$ cat src/rtl/seq_stim_pkg.sv
// seq_stim_pkg: shared types and constants for the seq_stim_gen stimulus generator.
//   seq_stim_state_t    : FSM state encoding
//   SEQ_STIM_CNT_W      : width of the beat/gap counter
//   SEQ_STIM_BURST_MAX  : largest legal BURST_LEN
//   SEQ_STIM_GAP_MAX    : largest legal DONE_GAP
package seq_stim_pkg;

    localparam int unsigned SEQ_STIM_CNT_W     = 4;
    localparam int unsigned SEQ_STIM_BURST_MAX = 15;
    localparam int unsigned SEQ_STIM_GAP_MAX   = 15;

    typedef enum logic [2:0] {
        StIdle,
        StStart,
        StBurst,
        StGap,
        StDone
    } seq_stim_state_t;

    // Counter reload value for a phase lasting len cycles (len 0 never loads).
    function automatic logic [SEQ_STIM_CNT_W-1:0] seq_stim_last(input int unsigned len);
        logic [SEQ_STIM_CNT_W-1:0] r;
        r = '0;
        if (len > 0) begin
            r = SEQ_STIM_CNT_W'(len - 1);
        end
        return r;
    endfunction

endpackage

$ cat src/rtl/seq_stim_gen.sv
// seq_stim_gen: registered start/burst/done stimulus generator.
//
// A go request produces a one-cycle start pulse, then a BURST_LEN-cycle burst on
// lane a (sel=0) or lane b (sel=1), then DONE_GAP idle cycles, then a one-cycle
// done pulse. Requests arriving while busy are dropped (drop pulse one cycle later).
//
// Parameters:
//   BURST_LEN : burst length in cycles, 1..15
//   DONE_GAP  : idle cycles between last burst beat and done, 0..15
// Ports:
//   clk   in  : clock, rising edge
//   rst   in  : synchronous active-high reset
//   go    in  : transaction request
//   sel   in  : lane select, captured with an accepted go
//   start out : one-cycle transaction start pulse
//   a     out : lane A burst
//   b     out : lane B burst
//   done  out : one-cycle completion pulse
//   busy  out : transaction in flight
//   drop  out : one-cycle pulse for a rejected go
//
// Build option:
//   SEQ_STIM_PENDING_EN : adds a one-deep pending request slot; a go while busy with
//                         the slot empty is held and launched straight out of DONE.
module seq_stim_gen
    import seq_stim_pkg::*;
#(
    parameter int unsigned BURST_LEN = 2,
    parameter int unsigned DONE_GAP  = 1
) (
    input  logic clk,
    input  logic rst,
    input  logic go,
    input  logic sel,
    output logic start,
    output logic a,
    output logic b,
    output logic done,
    output logic busy,
    output logic drop
);

    if (BURST_LEN < 1 || BURST_LEN > SEQ_STIM_BURST_MAX) begin : g_bad_burst_len
        $error("seq_stim_gen: BURST_LEN must be in 1..15");
    end
    if (DONE_GAP > SEQ_STIM_GAP_MAX) begin : g_bad_done_gap
        $error("seq_stim_gen: DONE_GAP must be in 0..15");
    end

    localparam logic [SEQ_STIM_CNT_W-1:0] BurstLast = seq_stim_last(BURST_LEN);
    localparam logic [SEQ_STIM_CNT_W-1:0] GapLast   = seq_stim_last(DONE_GAP);
    localparam logic                      HasGap    = (DONE_GAP != 0);

    seq_stim_state_t           state_q, state_d;
    logic [SEQ_STIM_CNT_W-1:0] cnt_q, cnt_d;
    logic                      lane_q, lane_d;
    logic                      drop_d;

`ifdef SEQ_STIM_PENDING_EN
    logic pend_q, pend_d;
    logic pend_sel_q, pend_sel_d;
`endif

    always_comb begin
        state_d = state_q;
        cnt_d   = cnt_q;
        lane_d  = lane_q;
        drop_d  = 1'b0;
`ifdef SEQ_STIM_PENDING_EN
        pend_d     = pend_q;
        pend_sel_d = pend_sel_q;
`endif

        unique case (state_q)
            StIdle: begin
`ifdef SEQ_STIM_PENDING_EN
                // A request parked during the DONE cycle launches from here; a go in the
                // same cycle refills the slot it vacates.
                if (pend_q) begin
                    state_d = StStart;
                    lane_d  = pend_sel_q;
                    pend_d  = go;
                    if (go) begin
                        pend_sel_d = sel;
                    end
                end else
`endif
                if (go) begin
                    state_d = StStart;
                    lane_d  = sel;
                end
            end
            StStart: begin
                state_d = StBurst;
                cnt_d   = BurstLast;
            end
            StBurst: begin
                if (cnt_q == '0) begin
                    if (HasGap) begin
                        state_d = StGap;
                        cnt_d   = GapLast;
                    end else begin
                        state_d = StDone;
                    end
                end else begin
                    cnt_d = cnt_q - 1'b1;
                end
            end
            StGap: begin
                if (cnt_q == '0) begin
                    state_d = StDone;
                end else begin
                    cnt_d = cnt_q - 1'b1;
                end
            end
            StDone: begin
                state_d = StIdle;
`ifdef SEQ_STIM_PENDING_EN
                if (pend_q) begin
                    state_d = StStart;
                    lane_d  = pend_sel_q;
                    pend_d  = 1'b0;
                end
`endif
            end
            default: state_d = StIdle;
        endcase

        // Requests seen while a transaction is in flight.
        if (go && (state_q != StIdle)) begin
`ifdef SEQ_STIM_PENDING_EN
            // In DONE the slot is either empty or launching this edge, so it can take go.
            if (!pend_q || (state_q == StDone)) begin
                pend_d     = 1'b1;
                pend_sel_d = sel;
            end else begin
                drop_d = 1'b1;
            end
`else
            drop_d = 1'b1;
`endif
        end
    end

    // Outputs are registered from next-state so they align with state_q.
    always_ff @(posedge clk) begin
        if (rst) begin
            state_q <= StIdle;
            cnt_q   <= '0;
            lane_q  <= 1'b0;
            start   <= 1'b0;
            a       <= 1'b0;
            b       <= 1'b0;
            done    <= 1'b0;
            busy    <= 1'b0;
            drop    <= 1'b0;
`ifdef SEQ_STIM_PENDING_EN
            pend_q     <= 1'b0;
            pend_sel_q <= 1'b0;
`endif
        end else begin
            state_q <= state_d;
            cnt_q   <= cnt_d;
            lane_q  <= lane_d;
            start   <= (state_d == StStart);
            a       <= (state_d == StBurst) && !lane_d;
            b       <= (state_d == StBurst) && lane_d;
            done    <= (state_d == StDone);
            busy    <= (state_d != StIdle);
            drop    <= drop_d;
`ifdef SEQ_STIM_PENDING_EN
            pend_q     <= pend_d;
            pend_sel_q <= pend_sel_d;
`endif
        end
    end

endmodule

$ cat config.mk
export PLATFORM = sky130hd
export DESIGN_NAME = seq_stim_gen
export DESIGN_NICKNAME = d
export VERILOG_FILES = /design/src/rtl/seq_stim_pkg.sv /design/src/rtl/seq_stim_gen.sv
export SDC_FILE = /design/constraint.sdc
export NUM_CORES = 1
export LEC_CHECK = 0
export CORE_UTILIZATION = 49
export DETAILED_ROUTE_END_ITERATION = 10
export PLACE_DENSITY_LB_ADDON = 0.05
export SYNTH_ARGS = -nofsm -noshare
export SYNTH_HDL_FRONTEND = slang
export SYNTH_SLANG_ARGS = --single-unit
$ cat constraint.sdc
create_clock -name clk -period 1.7 [get_ports clk]
set_input_delay 0.51 -clock clk [delete_from_list [all_inputs] [get_ports clk]]
set_output_delay 0.51 -clock clk [all_outputs]
set_load 0.02 [all_outputs]
======== Word level (Yosys, flattened, before mapping) ========
Cells that the tools add are included.
storage, ports and cells
  register bits ........................... 14
  input bits .............................. 4
operators by class
  equality and inequality tests ........... 7
  multiplexer cells ....................... 10
  $add $sub $neg .......................... 1
  reductions and logical operators ........ 10
operator list
  operator             count
  $pmux 3 s4           1
  $pmux 4 s3           1
  $eq 3x2->1 const B   3
  $mux 3               3
  $reduce_bool 3->1    3
  $mux 4               2
  $eq 3x1->1 const B   2
  $logic_not 4->1      1
  $sub 4x1->4 const B  1
  $eq 3x3->1 const B   1
  $logic_and 1x1->1    3
  $logic_not 3->1      1
  $mux 1               3
  $ne 2x2->1 const B   1
  $reduce_and 2->1     1
  $logic_not 1->1      1

======== Depth between registers and ports, before layout ========
Gate-level depths: netlist (run 1).
  word-level depth ........................ 5
  mapped depth ............................ 5

======== Least setup slack after synthesis (run 1) ========
No wires, ideal clock.
  path kind ............................... reg2reg
  start point ............................. register cnt_q[0]
  end point ............................... register cnt_q[1]
  library setup time ...................... 92 ps
  path buffers ............................ 0
  stages on the path, launching flop included .. 6
  arrival ................................. 1,232 ps
  path slack .............................. 375 ps
  cells stage by stage .................... dfxtp_1 -> inv_1 -> ha_1 -> nor3b_2 -> or3_1 -> o32ai_1
on the way
  longest elaborated chain between the ends .. 3
  elaborated cells between the ends (all ways) .. 7
  those cells by class .................... add/sub: 1; eq/ne: 1; mux: 3; reduce/logical: 2
ends and longest elaborated chain
  element                                         line                 RTL
  start, declared                                 seq_stim_gen.sv:55   logic [SEQ_STIM_CNT_W-1:0] cnt_q, cnt_d;
  start signal, assigned                          seq_stim_gen.sv:163  cnt_q <= cnt_d;
  $sub 4x1->4 or $logic_not 4->1 (tied branches)  n/a
  $mux 4 (tied with other cells)                  seq_stim_gen.sv:110  if (cnt_q == '0) begin
  $pmux 4 s3 or $reduce_and 2->1 (tied branches)  n/a
Parallel ways exist; a longest one is shown, timed or not. The select of a mux whose other input is x is not followed.
A chain may end at the register's enable or synchronous reset.

======== Final worst setup path (run 1) ========
  start point ............................. input go
  end point ............................... register a
on the way
  longest elaborated chain between the ends .. 4
  elaborated cells between the ends (all ways) .. 7
  those cells by class .................... eq/ne: 1; mux: 4; reduce/logical: 2
ends and longest elaborated chain
  element                                        line                 RTL
  start, declared                                seq_stim_gen.sv:33   input logic go,
  $mux 3 or $mux 1 (tied branches)               seq_stim_gen.sv:88   if (go) begin
  $pmux 3 s4 or $mux 1 (tied branches)           seq_stim_gen.sv:74   unique case (state_q)
  $eq 3x2->1 or $logic_not 1->1 (tied branches)  seq_stim_gen.sv:166  a <= (state_d == StBurst) && !lane_d;
  $logic_and 1x1->1 *                            seq_stim_gen.sv:166
  end signal, assigned                           seq_stim_gen.sv:166
  end, declared                                  seq_stim_gen.sv:36   output logic a,
Mark *: on every way between the ends. The rest lies on a longest branch, timed or not.

==> results of run 1 <==
## final cells by class
class	instances	area (µm²)
flip-flops and latches	14	280
clock buffers	4	36.3
multi-input cells	42	329
repair buffers	13	120
inverters	3	11.3
well taps	14	17.5
fillers	93	377
## state kept, by name, summed over array words and instances, names as in the netlist
name / flops
cnt_q: 4
state_q: 3
a: 1
b: 1
busy: 1
done: 1
drop: 1
lane_q: 1
start: 1
## worst max-delay path, stage by stage
cell,delay (ns)
clkdlybuf4s50_1,0.47
nor4b_4,0.21
mux2i_1,0.34
and3b_1,0.20
## Yosys cell counts, types with 2 or more instances
| cell type | n | share of area (%) |
|---|---|---|
| o21ai_0 | 2 | 1.5 |
| a21oi_1 | 2 | 1.5 |
| or3_1 | 2 | 1.9 |
| xnor2_1 | 2 | 2.7 |
| nand2b_1 | 4 | 3.9 |
| dfxtp_1 | 14 | 43 |
| nor3_1 | 2 | 1.5 |
| o32ai_1 | 2 | 2.7 |
| nor2b_1 | 2 | 1.9 |
| inv_1 | 3 | 1.7 |
| ha_1 | 2 | 3.9 |
| nor2_1 | 4 | 2.3 |
| nor3b_1 | 3 | 3.5 |
## through the flow
step	setup TNS [ns]	worst slack [ns]	cells	instance area (µm²)
CTS	0	0.0000987	90	790
finish	0	0.185	90	795
floorplan	0	0.375	63	648
global route	0	0.0724	90	795
detailed placement	-0.193	-0.0982	86	758
global placement	-0.113	-0.0726	86	758
## kinds of logic (layout without fill, tap and decap cells)
logic type | after synthesis | count (layout)
AO/OA/AOI/OAI | 14 | 14
XOR/XNOR | 2 | 2
adder cells (fa/ha/maj) | 2 | 2
buffers and inverters | 7 | 20
flip-flops | 14 | 14
multiplexers | 1 | 1
AND/OR/NAND/NOR | 23 | 23
## per-layer routing
| layer | track usage [%] | wire length (µm) | share of wire (%) |
|---|---|---|---|
| met5 | 0 | 0 | 0 |
| met4 | 11.2 | 14 | 1.2 |
| met3 | 4.07 | 28 | 2.5 |
| met2 | 25.8 | 482 | 42 |
| met1 | 27.1 | 614 | 54 |
## worst min-delay path by stage
stage | start | endpoint | slack [ns] | depth (start not counted)
4_1_cts | cnt_q[0]$_SDFFE_PP0P_ | cnt_q[0]$_SDFFE_PP0P_ | 0.54 | 2
3_3_place_gp | lane_q$_SDFF_PP0_ | lane_q$_SDFF_PP0_ | 0.51 | 2
2_1_floorplan | lane_q$_SDFF_PP0_ | lane_q$_SDFF_PP0_ | 0.48 | 2
6_report | cnt_q[0]$_SDFFE_PP0P_ | cnt_q[0]$_SDFFE_PP0P_ | 0.54 | 2
5_1_grt | cnt_q[1]$_SDFFE_PP0P_ | cnt_q[1]$_SDFFE_PP0P_ | 0.57 | 2
3_5_place_dp | cnt_q[0]$_SDFFE_PP0P_ | cnt_q[0]$_SDFFE_PP0P_ | 0.52 | 2
## what timing repair did
action	CTS	global route
endpoints found under the setup margin	4	2
resized for setup	4	2
pin swaps	0	0
## report_power, final
| part | internal [mW] | switching (mW) |
|---|---|---|
| Sequential | 0.358 | 0.0377 |
| Clock | 0.130 | 0.105 |
| Combinational | 0.106 | 0.102 |
| Total | 0.594 | 0.245 |
==> reports/results.tsv, run 1 <==
stage	metric	value	unit
run_status	outcome	completed	
pwr	Peak VDD IR	0.000532	V
clock_network	CTS tree	built	
layout	post-synthesis to final-layout area growth	22.6	%
clock_network	clk root buf	clkbuf_4	
global_route	largest net degree at the start of global routing	15	
synth	mux cell area share after synthesis	1.54	%
floorplanning	core area	1170	µm²
placement	DP Wirelength	825	µm
placement	PortBufs	9	
timing	RSZ-0062 raised after global routing	false	
timing	minimum hold slack	0.536	ns
critical_path	CP Launch Type	input port	
timing	Worst Tran Pin Value	0.473	ns
critical_path	CP endpoint kind	flop	
clock_network	CTS sink count	14	
drt	initial drt markers	8	
synth	dominant synthesized flop cell	dfxtp_1	
clock_network	Worst-path clk slew	0.09	ns
synth	syn nets	69	
critical_path	Worst EP required	1.92	ns
critical_path	R2R Path Start	cnt_q[0]$_SDFFE_PP0P_	
floorplanning	Initial Util	55.3	%
layout	most frequent cells in the layout	14 x dfxtp_1, 4 x nor2_1, 4 x nand2b_1, 4 x dlygate4sd2_1, 4 x buf_4	
timing	final hold vios	0	
synth	Avg Inst Size Synth	10.3	µm²
clock_network	clk buf depth	2	
synth	post-synthesis cell type count	32	
critical_path	critical setup path kind	input port to flop	
global_route	GR Util All Layers	19.1	%
drt	DRC viols	0	
critical_path	Arrival @ worst endpoint	1.73	ns
global_route	global-route wire length before repair	1920	µm
synth	#FFs+latches synth	14	
timing	Tmin final	1.52	ns
placement	routability cong.	0.849	
floorplanning	Die Y-Extent	38.4	µm
drt	final antenna-violating net count	0	
synth	fraction of registers with async set/reset	0	%
critical_path	r2r worst-path depth	5	
floorplanning	io pins	10	
floorplanning	die area	1470	µm²
timing	# setup viols final	0	
critical_path	Worst R2R End	cnt_q[1]$_SDFFE_PP0P_	
drt	wirelength, routed	1140	µm
clock_network	TritonCTS buffer count	3	
floorplanning	Die W	38.4	µm
synth	Syn Std Cell Area	648	µm²
synth	number of synthesized flops with an enable pin	0	
timing	worst rel slew slack	68.4	%
synth	simple-gate area share of the yosys netlist	27.0	%
synth	Synth Warn #	0	
global_route	total gr overflow	0	
critical_path	r2r setup slk	0.22	ns
pwr	Cell Pwr Density	1060	nW/µm²
layout	commonest non-fill, non-tap cell in the layout	dfxtp_1	
synth	Compound-Gate Fraction of Synth Area	15.6	%
timing	Clock Skew	0.00395	ns
floorplanning	Rows	12	
drt	drt pass-1 iters	4	
critical_path	Setup crit end	a$_SDFF_PP0_	
clock_network	# Post-CTS Setup Buffers	0	
drt	Avg Vias per Cell	5.47	
global_route	initial antenna violation count	0	
layout	layout cells sized above 1	14.5	%
drt	Vias	492	
worst_hold_path	worst min-delay path class	flop to flop	
timing	count of final max-slew check failures	0	
job	max_cap viols	0	
critical_path	Worst Path Max Fanout	3	
timing	Final period util	89.1	%
layout	Ant. Diodes	0	
layout	Layout Nets	83	
clock_network	Clock Latency Late Sink	0.27	ns
pwr	Leak	0.341	nW
critical_path	crit path from	go	
clock_network	H-tree depth	1	
synth	Post-Synth XOR/XNOR Area	2.70	%
layout	post-layout util	67.8	%
synth	Seq/Total Area, Yosys	43.2	%
timing	Max Clock Freq	660	MHz
clock_network	hold_buf cts	0	
synth	combinational family with the most area after synthesis	simple AND/OR/NAND/NOR gates	
synth	Cells after Synth	63	
drt	wire per inst	12.7	µm
pwr	power after layout	0.838	mW
global_route	vias in the first global route	444	
synth	Adder-Cell Fraction of Synth Area	3.86	%
Note: power is estimated with default switching activity, not from simulation.
==> run 2, diff against run 1 <==
--- a/config.mk
+++ b/config.mk
@@ -6,6 +6,7 @@
 export NUM_CORES = 1
 export LEC_CHECK = 0
 export CORE_UTILIZATION = 49
+export CTS_CLUSTER_SIZE = 12
 export DETAILED_ROUTE_END_ITERATION = 10
 export PLACE_DENSITY_LB_ADDON = 0.05
 export SYNTH_ARGS = -nofsm -noshare
==> results of run 2 <==
Same layout as run 1: the final DEF is identical, and so are final timing and power.
